## src/rtl/moore_sequence_detector_1011_pkg.sv

```systemverilog
// Shared types for the 1011 serial pattern detector.
// Binary-encoded Moore states; codes 5..7 are unused.
package moore_sequence_detector_1011_pkg;

    localparam int PATTERN_LEN = 4;

    typedef enum logic [2:0] {
        s0 = 3'd0,
        s1 = 3'd1,
        s2 = 3'd2,
        s3 = 3'd3,
        s4 = 3'd4
    } state_t;

endpackage

```

## src/rtl/moore_sequence_detector_1011.sv

```systemverilog
// Overlapping Moore detector for the serial pattern 1-0-1-1.
// dout is a registered copy of (state == s4), one cycle behind.
module moore_sequence_detector_1011
    import moore_sequence_detector_1011_pkg::*;
(
    input  logic clock,
    input  logic reset,
    input  logic din,
    output logic dout
);

    state_t state;
    state_t w_next;

    always_comb begin
        w_next = s0;
        case (state)
            s0:      w_next = din ? s1 : s0;
            s1:      w_next = din ? s1 : s2;
            s2:      w_next = din ? s3 : s0;
            s3:      w_next = din ? s4 : s2;
            // final 1 restarts a prefix; a 0 completes "10"
            s4:      w_next = din ? s1 : s2;
            default: w_next = s0;
        endcase
    end

    always_ff @(posedge clock or negedge reset) begin
        if (!reset) begin
            state <= s0;
            dout  <= 1'b0;
        end else begin
            state <= w_next;
            dout  <= (state == s4);
        end
    end

endmodule

```

## config.mk

```make
export PLATFORM = sky130hd
export DESIGN_NAME = moore_sequence_detector_1011
export DESIGN_NICKNAME = d
export VERILOG_FILES = /design/src/rtl/moore_sequence_detector_1011_pkg.sv /design/src/rtl/moore_sequence_detector_1011.sv
export SDC_FILE = /design/constraint.sdc
export NUM_CORES = 1
export LEC_CHECK = 0
export BUFFER_PORTS_ARGS = -buffer_cell sky130_fd_sc_hd__buf_2
export CAP_MARGIN = 20
export CELL_PAD_IN_SITES_DETAIL_PLACEMENT = 0
export CELL_PAD_IN_SITES_GLOBAL_PLACEMENT = 2
export CORE_AREA = 3 3 40 42
export CTS_CLUSTER_SIZE = 40
export DETAILED_ROUTE_END_ITERATION = 10
export DIE_AREA = 0 0 43 45
export GPL_TIMING_DRIVEN = 0
export HOLD_SLACK_MARGIN = 0.08
export PLACE_DENSITY = 0.44
export SLEW_MARGIN = 0
export SYNTH_ARGS = -nofsm -noshare
export SYNTH_HDL_FRONTEND = slang
export SYNTH_SLANG_ARGS = --single-unit
export TNS_END_PERCENT = 10
```

## constraint.sdc

```tcl
create_clock -name clock -period 1 [get_ports clock]
set_input_delay 0.2 -clock clock [delete_from_list [all_inputs] [get_ports clock]]
set_output_delay 0.2 -clock clock [all_outputs]
set_load 0.03 [all_outputs]
```

==> results of run 1 <==
## critical path: stages, from the launching register on
cell	delay (ps)
dfrtp_1	430
nor4b_2	180
or3_1	290
## state kept, by name, indices dropped and copies added, names as in the netlist
register,cells
state,3
dout,1
## cells by family after synthesis
family	share of synthesized area
AOI/OAI and AO/OA	0.07461
and+or+nand+nor	0.3283
DFF	0.5970
## per-stage QoR
stage          setup TNS, ps  power [W]    util  std cells  hold WS [ps]
6_report              -22.91  0.0004552  0.2123         39         240.0
5_1_grt               -71.46  0.0004863  0.2123         39         248.7
4_1_cts               -26.41  0.0004444  0.1947         37         228.6
3_5_place_dp          -84.04  0.0002243  0.1568         31         7.032
3_3_place_gp          -99.11  0.0002246  0.1568         31         2.215
2_1_floorplan         -20.85  0.0002080       -         13        -95.59
## final cells by class
cell class	count	share of cell area
well taps	15	0.06881
flip-flops and latches	4	0.3761
repair buffers	8	0.2018
multi-input cells	9	0.2706
clock buffers	3	0.08257
## routing by layer
metal	GRT usage	vias to the layer above	routed length, um
li1	-	72	-
met1	0.05122	70	183
met2	0.06886	4	190
met3	0.02789	2	35
met4	0.09036	0	4
met5	0	-	0
## cells in the mapped netlist
cell type / n
o21a_1: 1
nor4bb_1: 1
nor3b_1: 2
a21oi_1: 1
and4b_2: 1
or3_1: 1
nor2_1: 1
dfrtp_1: 4
nor4b_1: 1
## power groups by stage
stage                     Clock (W)  Sequential, W  Combinational [W]
final                      0.000201       0.000187          0.0000674
after global routing       0.000223       0.000189          0.0000747
after CTS                  0.000208       0.000187          0.0000499
after detailed placement          0       0.000192          0.0000323
after global placement            0       0.000192          0.0000323
after floorplan                   0       0.000189          0.0000190
## worst paths after layout
check / slack (ps) / start / depth (start not counted) / to
worst max-delay path: -20 / state[2]$_DFF_PN0_ / 2 / state[1]$_DFF_PN0_
worst min-delay path: 240 / din / 2 / state[0]$_DFF_PN0_
worst max register to register: -20 / state[2]$_DFF_PN0_ / 2 / state[1]$_DFF_PN0_
worst min register to register: 570 / state[0]$_DFF_PN0_ / 2 / dout$_DFF_PN0_
max in group asynchronous: 560 / reset / 2 / state[0]$_DFF_PN0_
min in group asynchronous: 310 / reset / 2 / state[1]$_DFF_PN0_
## what timing repair did
| item | in CTS | in global routing |
|---|---|---|
| hold endpoints to repair | 4 | 0 |
| gates cloned | 0 | 0 |
| resized for setup | 1 | 2 |
| hold buffers | 1 | 0 |
| endpoints found under the setup margin | 1 | 1 |
| setup buffers | 2 | 2 |
==> metrics.yaml, run 1 <==
power_and_ir_drop:
  ir_worst_vdd_uv: 346.3
  power-per-cell-area_nw_per_um2: 1669
  power.share.combinational: 0.148
  p_leak_nw: 0.1237
  clock_power_share: 0.441
  internal-power_w: 0.0003509
  netSwitchingPower_w: 0.0001043
  sw_frac_of_total: 0.2292
  seq_power_share: 0.411
synth:
  synth.ff_latch_count: 4
  synth.top_cells.by_area: "dfrtp_1, nor3b_1, and4b_2"
  synth_area_um2: 167.7
  postSynthCellCount: 13
  synth_area_per_cell_um2: 12.90
  yosys.area.top_type_share: 0.5970
  synthesis.nets: 16
  yosysSeqAreaShare: 0.5970
  synth_cell_type_count: 9
  yosys_warnings: 0
  synth_largest_area_cell: "dfrtp_1"
timing:
  finalClockSkew_ps: 2.507
  finalHoldViolations: 0
  slew-limit-headroom: 0.8540
  layout_worst_path_cycle_share: 1.023
  rsz0062_at_grt: "yes"
  clock.fmax_ghz: 0.9776
  final_setup_viols: 1
  final_period_minus_worst_setup_slack_ps: 1023
  worstMarginPinSlew_ps: 216.0
  final_max_slew_viol_count: 0
  fin_ws_ps: -22.91
min_path:
  holdCritPathClass: "input pin to flop"
clock_tree:
  clk_path_buf_depth: 2
  worst_setup_hold_path_clk_slew_ps: 40
  cts_num_sinks: 4
  ctsRootBufferMaster: "clkbuf_4"
  cts_tree: "done"
  clock_tree.htree_level_count: 1
  cts_buffers: 3
  clk-insertion-delay-late_ps: 230
floorplan:
  die_area_um2: 1935
  effective_utilization_at_floorplan: 0.1305
  dieWidth_um: 43
  placement_rows: 13
  placeableCoreArea_um2: 1285
  chipHeight_um: 45
  top_level_ports: 4
layout:
  flow.area_growth_from_synthesis_pct: 62.69
  drive_above_1_share: 0.5833
  final_nets: 29
  layout_common_cells: "buf_4, clkbuf_4, buf_2"
  area.sequential_um2: 102.6
  layout.filler_cells: 147
  footprint_of_the_multi_input_gates_um2: 73.82
  num_antenna_cells: 0
  finish.instance_area_um2: 272.8
  final_common_cell: "buf_4"
detailed_routing:
  drt_first_pass_iters: 2
  drc_violations_left: 0
  route.detailed.vias_per_inst: 3.795
  detail_route.iter0.violations: 5
  avgRoutedWirePerCell_um: 10.56
  drtAntennaViolNets: 0
  num_vias: 148
  postRouteWirelength_um: 412
global_route:
  vias_in_the_first_global_route: 171
  overflow: 0
  grt_antenna_before_repair: 0
  grt_start_max_net_pins: 8
  grt_pass1_wl_um: 669
  grt_usage: 0.05518
place:
  placedInstanceArea_um2: 201.4
  place_ws_ps: -84.04
  numPortBuffers: 3
  place_congestion: 0.5960
outcome:
  failed_checks: "setup timing"
  outcome: "complete, but fails checks"
critical_path:
  cp_data_arrival_time_ps: 1130
  required_ps: 1110
  cp_launch_type: "flop"
  timing.critical_path.fanout_max: 7
  timing_worst_setup_path_type: "flop to flop"
  timing.critical_path.to_type: "flop"
job:
  max-cap-violations: 0
Note: power is estimated with default switching activity, not from simulation.
==> run 2, diff against run 1 <==
- PLACE_DENSITY: 0.44 -> unset
- PLACE_DENSITY_LB_ADDON: unset -> 0.1
==> run 2 against run 1 <==
Compared with the run above: setup slack worse by 17 ps; sequential share of layout area grew 4.1 points; routed wire length is 16% lower; clock power fell by 3%; combinational power is 37% lower; sequential power about the same; via count down 10%; the run still ends with setup timing left; largest cell class unchanged; critical path depth is the same; largest power group unchanged; clock skew decreased by 1.2 ps; final cell count fell by 7.7%.
==> metrics.yaml, run 2 (synthesis gave the netlist of run 1 again) <==
outcome:
  outcome: "complete, but fails checks"
  failed_checks: "setup timing"
critical_path:
  cp_launch_type: "flop"
  timing_worst_setup_path_type: "flop to flop"
  ff2ff_setup_slack_ps: -40  # -20 ps
  timing.critical_path.to_type: "flop"
  timing.critical_path.fanout_max: 4  # -3
  cp_data_arrival_time_ps: 1150  # +20 ps
  required_ps: 1110  # about the same
detailed_routing:
  postRouteWirelength_um: 348  # -16%
  drt_first_pass_iters: 1  # -1
  route.detailed.vias_per_inst: 3.694  # -2.6%
  drc_violations_left: 0  # unchanged
  avgRoutedWirePerCell_um: 9.667  # -8.5%
  drtAntennaViolNets: 0  # unchanged
  detail_route.iter0.violations: 0  # -5
  num_vias: 133  # -10%
layout:
  post_layout_nonfiller_instances: 36  # -7.7%
  largest_register_ffs: 3  # unchanged
  drive_above_1_share: 0.4286  # -0.1548
  largestRegisters: "state: 3 flops, dout: 1 flops"
  finalCoreUtilization: 0.1889  # -0.02337
  num_antenna_cells: 0  # unchanged
  finish.instance_area_um2: 242.7  # -11%
  footprint_of_the_multi_input_gates_um2: 67.56  # -8.5%
  area.sequential_um2: 101.3  # -1.2%
  layout_common_cells: "clkbuf_4, dfrtp_1, buf_2"
  layout.filler_cells: 145  # -1.4%
  final_nets: 26  # -10%
  flow.area_growth_from_synthesis_pct: 44.78
  max_flop_register: "state"
floorplan:
  placement_rows: 13  # unchanged
  effective_utilization_at_floorplan: 0.1305  # unchanged
  top_level_ports: 4  # unchanged
  die_area_um2: 1935  # unchanged
  chipHeight_um: 45  # unchanged
  dieWidth_um: 43  # unchanged
  placeableCoreArea_um2: 1285  # unchanged
global_route:
  grt_pass1_wl_um: 614  # -8.2%
  vias_in_the_first_global_route: 152  # -11%
  overflow: 0  # unchanged
  grt_usage: 0.05171  # -0.003474
  grt_antenna_before_repair: 0  # unchanged
  grt_start_max_net_pins: 8  # unchanged
timing:
  final_max_slew_viol_count: 0  # unchanged
  layout_worst_path_cycle_share: 1.040  # +0.01739
  slew-limit-headroom: 0.8532  # about the same
  rsz0062_at_grt: "yes"
  clock.fmax_ghz: 0.9613  # -1.7%
  final_setup_viols: 1  # unchanged
  worstMarginPinSlew_ps: 217.1  # +1.107 ps
  finalClockSkew_ps: 1.352  # -1.155 ps
  final_period_minus_worst_setup_slack_ps: 1040  # +17.39 ps
  finalHoldViolations: 0  # unchanged
  fin_ws_ps: -40.30  # -17.39 ps
clock_tree:
  ctsRootBufferMaster: "clkbuf_4"
  clock_tree.htree_level_count: 1  # unchanged
  cts_tree: "done"
  worst_setup_hold_path_clk_slew_ps: 40  # about the same
  clk-insertion-delay-late_ps: 230  # about the same
  clk_path_buf_depth: 2  # unchanged
  cts_buffers: 3  # unchanged
  cts_num_sinks: 4  # unchanged
min_path:
  holdCritPathClass: "input pin to flop"
place:
  placedInstanceArea_um2: 201.4  # unchanged
  numPortBuffers: 3  # unchanged
  place_congestion: 0.5908  # -0.87%
  cell_total_after_placement: 31  # unchanged
power_and_ir_drop:
  power-per-cell-area_nw_per_um2: 1753  # +5.1%
  p_leak_nw: 0.1093  # -12%
  ir_worst_vdd_uv: 149.6  # -57%
job:
  max-cap-violations: 0  # unchanged
==> run 2: cell count changes in the layout (fill, tap and decap cells not counted), sizes merged <==
cell,change
buf,-3
==> run 2: metrics by stage <==
| stage | hold WS [ps] | setup TNS, ps | worst slack [ps] | power (W) |
|---|---|---|---|---|
| after floorplan | -95.59 | -20.85 | -20.85 | 0.0002080 |
| after global placement | 6.964 | -97.11 | -97.11 | 0.0002252 |
| after detailed placement | 10.47 | -78.03 | -78.03 | 0.0002244 |
| after CTS | 231.1 | -42.03 | -42.03 | 0.0004427 |
| after global routing | 239.4 | -69.30 | -69.30 | 0.0004626 |
| final | 239.1 | -40.30 | -40.30 | 0.0004256 |
==> run 2: critical path, stage by stage, from the launching register on <==
cell and delay [ps]:
dfrtp_2 420, nor3b_1 140, or3_1 360
==> run 2: where the power goes <==
part	switching, W	leakage (nW)	internal, W
Clock	0.0000613	0.0138	0.000134
Sequential	0.0000129	0.0513	0.000175
Combinational	0.0000177	0.0442	0.0000250
==> run 2: final timing paths <==
| kind | from | to | cells after the start |
|---|---|---|---|
| max | state[0]$_DFF_PN0_ | state[1]$_DFF_PN0_ | 2 |
| min | din | state[0]$_DFF_PN0_ | 2 |
| max reg2reg | state[0]$_DFF_PN0_ | state[1]$_DFF_PN0_ | 2 |
| min reg2reg | state[1]$_DFF_PN0_ | dout$_DFF_PN0_ | 1 |
| max in group asynchronous | reset | state[0]$_DFF_PN0_ | 2 |
| min in group asynchronous | reset | state[2]$_DFF_PN0_ | 2 |
==> run 2: per-layer routing <==
metal | routed length (um) | GRT usage | up-vias | part of all wire
met5 | 0 | 0 | - | 0
met4 | 0 | 0.09036 | 0 | 0
met3 | 22 | 0.02390 | 0 | 0.063
met2 | 176 | 0.06886 | 4 | 0.51
met1 | 148 | 0.04358 | 63 | 0.43
li1 | - | - | 66 | -
==> run 2: final cells by class <==
class	count	share of cell area
Timing Repair Buffer	5	0.1340
Tap cell	15	0.07732
Multi-Input combinational cell	9	0.2784
Clock buffer	3	0.09278
Sequential cell	4	0.4175
==> run 2: timing repair <==
item / in CTS / in global routing
resized for setup: 1 / 0
cloned: 0 / 0
hold buffers: 1 / 0
hold endpoints to repair: 4 / 0
endpoints found under the setup margin: 1 / 1
setup buffers: 1 / 0
==> run 3, diff against run 2 <==
- CORE_AREA: 3 3 40 42 -> 2 2 39 41
- DIE_AREA: 0 0 43 45 -> 0 0 41 43
- SKIP_LAST_GASP: unset -> 1
- clock period: 1 -> 1.3 ns (I/O delays scaled with it)
==> run 3 against run 2 <==
Compared with the run above: the run now ends clean; critical endpoint unchanged; global-route usage rose by 0.26 points; die area shrank 8.9%; via count fell by 4.5%; maximum frequency shrank 5.0%; final cell count is the same.
==> metrics.yaml, run 3 (synthesis gave the netlist of run 1 again) <==
clock_tree:
  clk-insertion-delay-late_ps: 230  # about the same
  ctsHoldBuffers: 1  # unchanged
  worst_setup_hold_path_clk_slew_ps: 40  # about the same
  clk_path_buf_depth: 2  # unchanged
  cts_tree: "done"
  cts_buffers: 3  # unchanged
  ctsRootBufferMaster: "clkbuf_4"
  clock_tree.htree_level_count: 1  # unchanged
  post_cts_resized: 0  # -1
  cts_num_sinks: 4  # unchanged
  cts_post_setup_buffers_inserted: 0  # -1
timing:
  finalHoldViolations: 0  # unchanged
  finalClockSkew_ps: 0.5478  # -0.8046 ps
  layout_worst_path_cycle_share: 0.8420  # -0.1983
  final_setup_viols: 0  # -1
  worstMarginPinSlew_ps: 209.0  # -8.120 ps
  fin_setup_tns_ps: 0  # +40.30 ps
  final_period_minus_worst_setup_slack_ps: 1095  # +54.35 ps
  rsz0062_at_grt: "no"
  whs_ps: 301.3  # +62.17 ps
  clock.fmax_ghz: 0.9135  # -5.0%
  slew-limit-headroom: 0.8587  # +0.005489
  final_max_slew_viol_count: 0  # unchanged
layout:
  largest_register_ffs: 3  # unchanged
  flow.area_growth_from_synthesis_pct: 40.30
  final_common_cell: "dfrtp_1"
  largestRegisters: "state: 3 flops, dout: 1 flops"
  max_flop_register: "state"
  num_antenna_cells: 0  # unchanged
  final_nets: 25  # -3.8%
  drive_above_1_share: 0.3500  # -0.07857
  layout_common_cells: "dfrtp_1, clkbuf_4, buf_2"
  area.sequential_um2: 100.1  # -1.2%
  layout.filler_cells: 156  # +7.6%
  finalCoreUtilization: 0.1700  # -0.01892
  footprint_of_the_multi_input_gates_um2: 67.56  # unchanged
power_and_ir_drop:
  seq_power_share: 0.453  # +0.012
  p_leak_nw: 0.1055  # -3.5%
  clock_power_share: 0.463  # +0.004
  netSwitchingPower_w: 0.00006962  # -24%
  internal-power_w: 0.0002527  # -24%
  power.share.combinational: 0.084  # -0.016
  sw_frac_of_total: 0.2160  # about the same
  power-per-cell-area_nw_per_um2: 1370  # -22%
  finalPower_w: 0.0003223  # -24%
  ir_worst_vdd_uv: 219.3  # +47%
floorplan:
  dieWidth_um: 41  # -4.7%
  chipHeight_um: 43  # -4.4%
  die_area_um2: 1763  # -8.9%
  placeableCoreArea_um2: 1384  # +7.7%
  placement_rows: 14  # +1
  top_level_ports: 4  # unchanged
  effective_utilization_at_floorplan: 0.1212  # -0.009320
outcome:
  outcome: "finished clean"
critical_path:
  cpPeakStageDelay_ps: 440  # +20 ps
  critical-path-slowest-cell: "dfrtp_1"
  cp_launch_type: "flop"
  timing.critical_path.fanout_max: 7  # +3
  timing_worst_setup_path_type: "flop to flop"
  cp_data_arrival_time_ps: 1200  # +50 ps
  worst_setup_path_startpoint: "state[0]$_DFF_PN0_"
  required_ps: 1400  # +290 ps
  timing.critical_path.to_type: "flop"
  crit_chain: "nor3b_1 -> or3_1"
  critical_r2r_launch: "state[0]$_DFF_PN0_"
global_route:
  grt_start_max_net_pins: 8  # unchanged
  vias_in_the_first_global_route: 118  # -22%
  grt_usage: 0.05433  # +0.002616
  overflow: 0  # unchanged
  grt_antenna_before_repair: 0  # unchanged
  grt_pass1_wl_um: 517  # -16%
detailed_routing:
  drtAntennaViolNets: 0  # unchanged
  top_layer_used: "met3"
  drt_first_pass_iters: 2  # +1
  detail_route.iter0.violations: 6  # +6
  route.detailed.vias_per_inst: 3.528  # -4.5%
  num_vias: 127  # -4.5%
  met3_length_um: 21  # -4.5%
  drc_violations_left: 0  # unchanged
  postRouteWirelength_um: 328  # -5.7%
  routed-wl-met2_um: 146  # -17%
  avgRoutedWirePerCell_um: 9.111  # -5.7%
  detail_route.wirelength.met1_um: 160  # +8.1%
job:
  max-cap-violations: 0  # unchanged
place:
  place_congestion: 0.5713  # -3.3%
  numPortBuffers: 3  # unchanged
min_path:
  min-delay-start: "din"
  holdCritPathClass: "input pin to flop"
run 3: cell count changes in the layout (fill, tap and decap cells not counted), sizes merged:
cell / previous run / this run
buf: 4 / 3
run 3: cell type report:
cell class | instances | share of cell area
multi-input cells | 9 | 0.2872
clock buffers | 3 | 0.09574
well taps | 16 | 0.08511
repair buffers | 4 | 0.1064
flip-flops and latches | 4 | 0.4255
run 3: power by group through the flow:
stage | combinational, W | clock [W] | sequential [W]
6_report | 0.0000270 | 0.000149 | 0.000146
5_1_grt | 0.0000302 | 0.000169 | 0.000148
4_1_cts | 0.0000273 | 0.000156 | 0.000146
3_5_place_dp | 0.0000249 | 0 | 0.000148
3_3_place_gp | 0.0000249 | 0 | 0.000148
2_1_floorplan | 0.0000146 | 0 | 0.000145
run 3: metal layers:
layer	GRT usage	vias up
li1	-	65
met1	0.06796	57
met2	0.04375	5
met3	0.03665	0
met4	0.08000	0
met5	0	-
run 3: final timing paths:
| kind | endpoint | slack [ps] | cells past startpoint |
|---|---|---|---|
| hold / removal | state[0]$_DFF_PN0_ | 300 | 2 |
| max in group asynchronous | state[0]$_DFF_PN0_ | 810 | 2 |
| setup reg to reg | state[1]$_DFF_PN0_ | 210 | 2 |
| hold reg to reg | dout$_DFF_PN0_ | 510 | 1 |
| min in group asynchronous | state[1]$_DFF_PN0_ | 370 | 2 |
| setup / recovery | state[1]$_DFF_PN0_ | 210 | 2 |
run 3: worst max-delay path, delay by kind of cell, from the launching register on:
family | cells | cell delay [ps]
flip-flops | 1 | 440
AND/OR/NAND/NOR | 2 | 530
run 3: stage by stage:
stage          instance area [um^2]  setup slack [ps]  std cells
4_1_cts                       235.2             204.9         36
3_3_place_gp                  202.7             204.3         32
3_5_place_dp                  202.7             208.7         32
5_1_grt                       235.2             149.7         36
6_report                      235.2             205.4         36
2_1_floorplan                 167.7             279.1         13
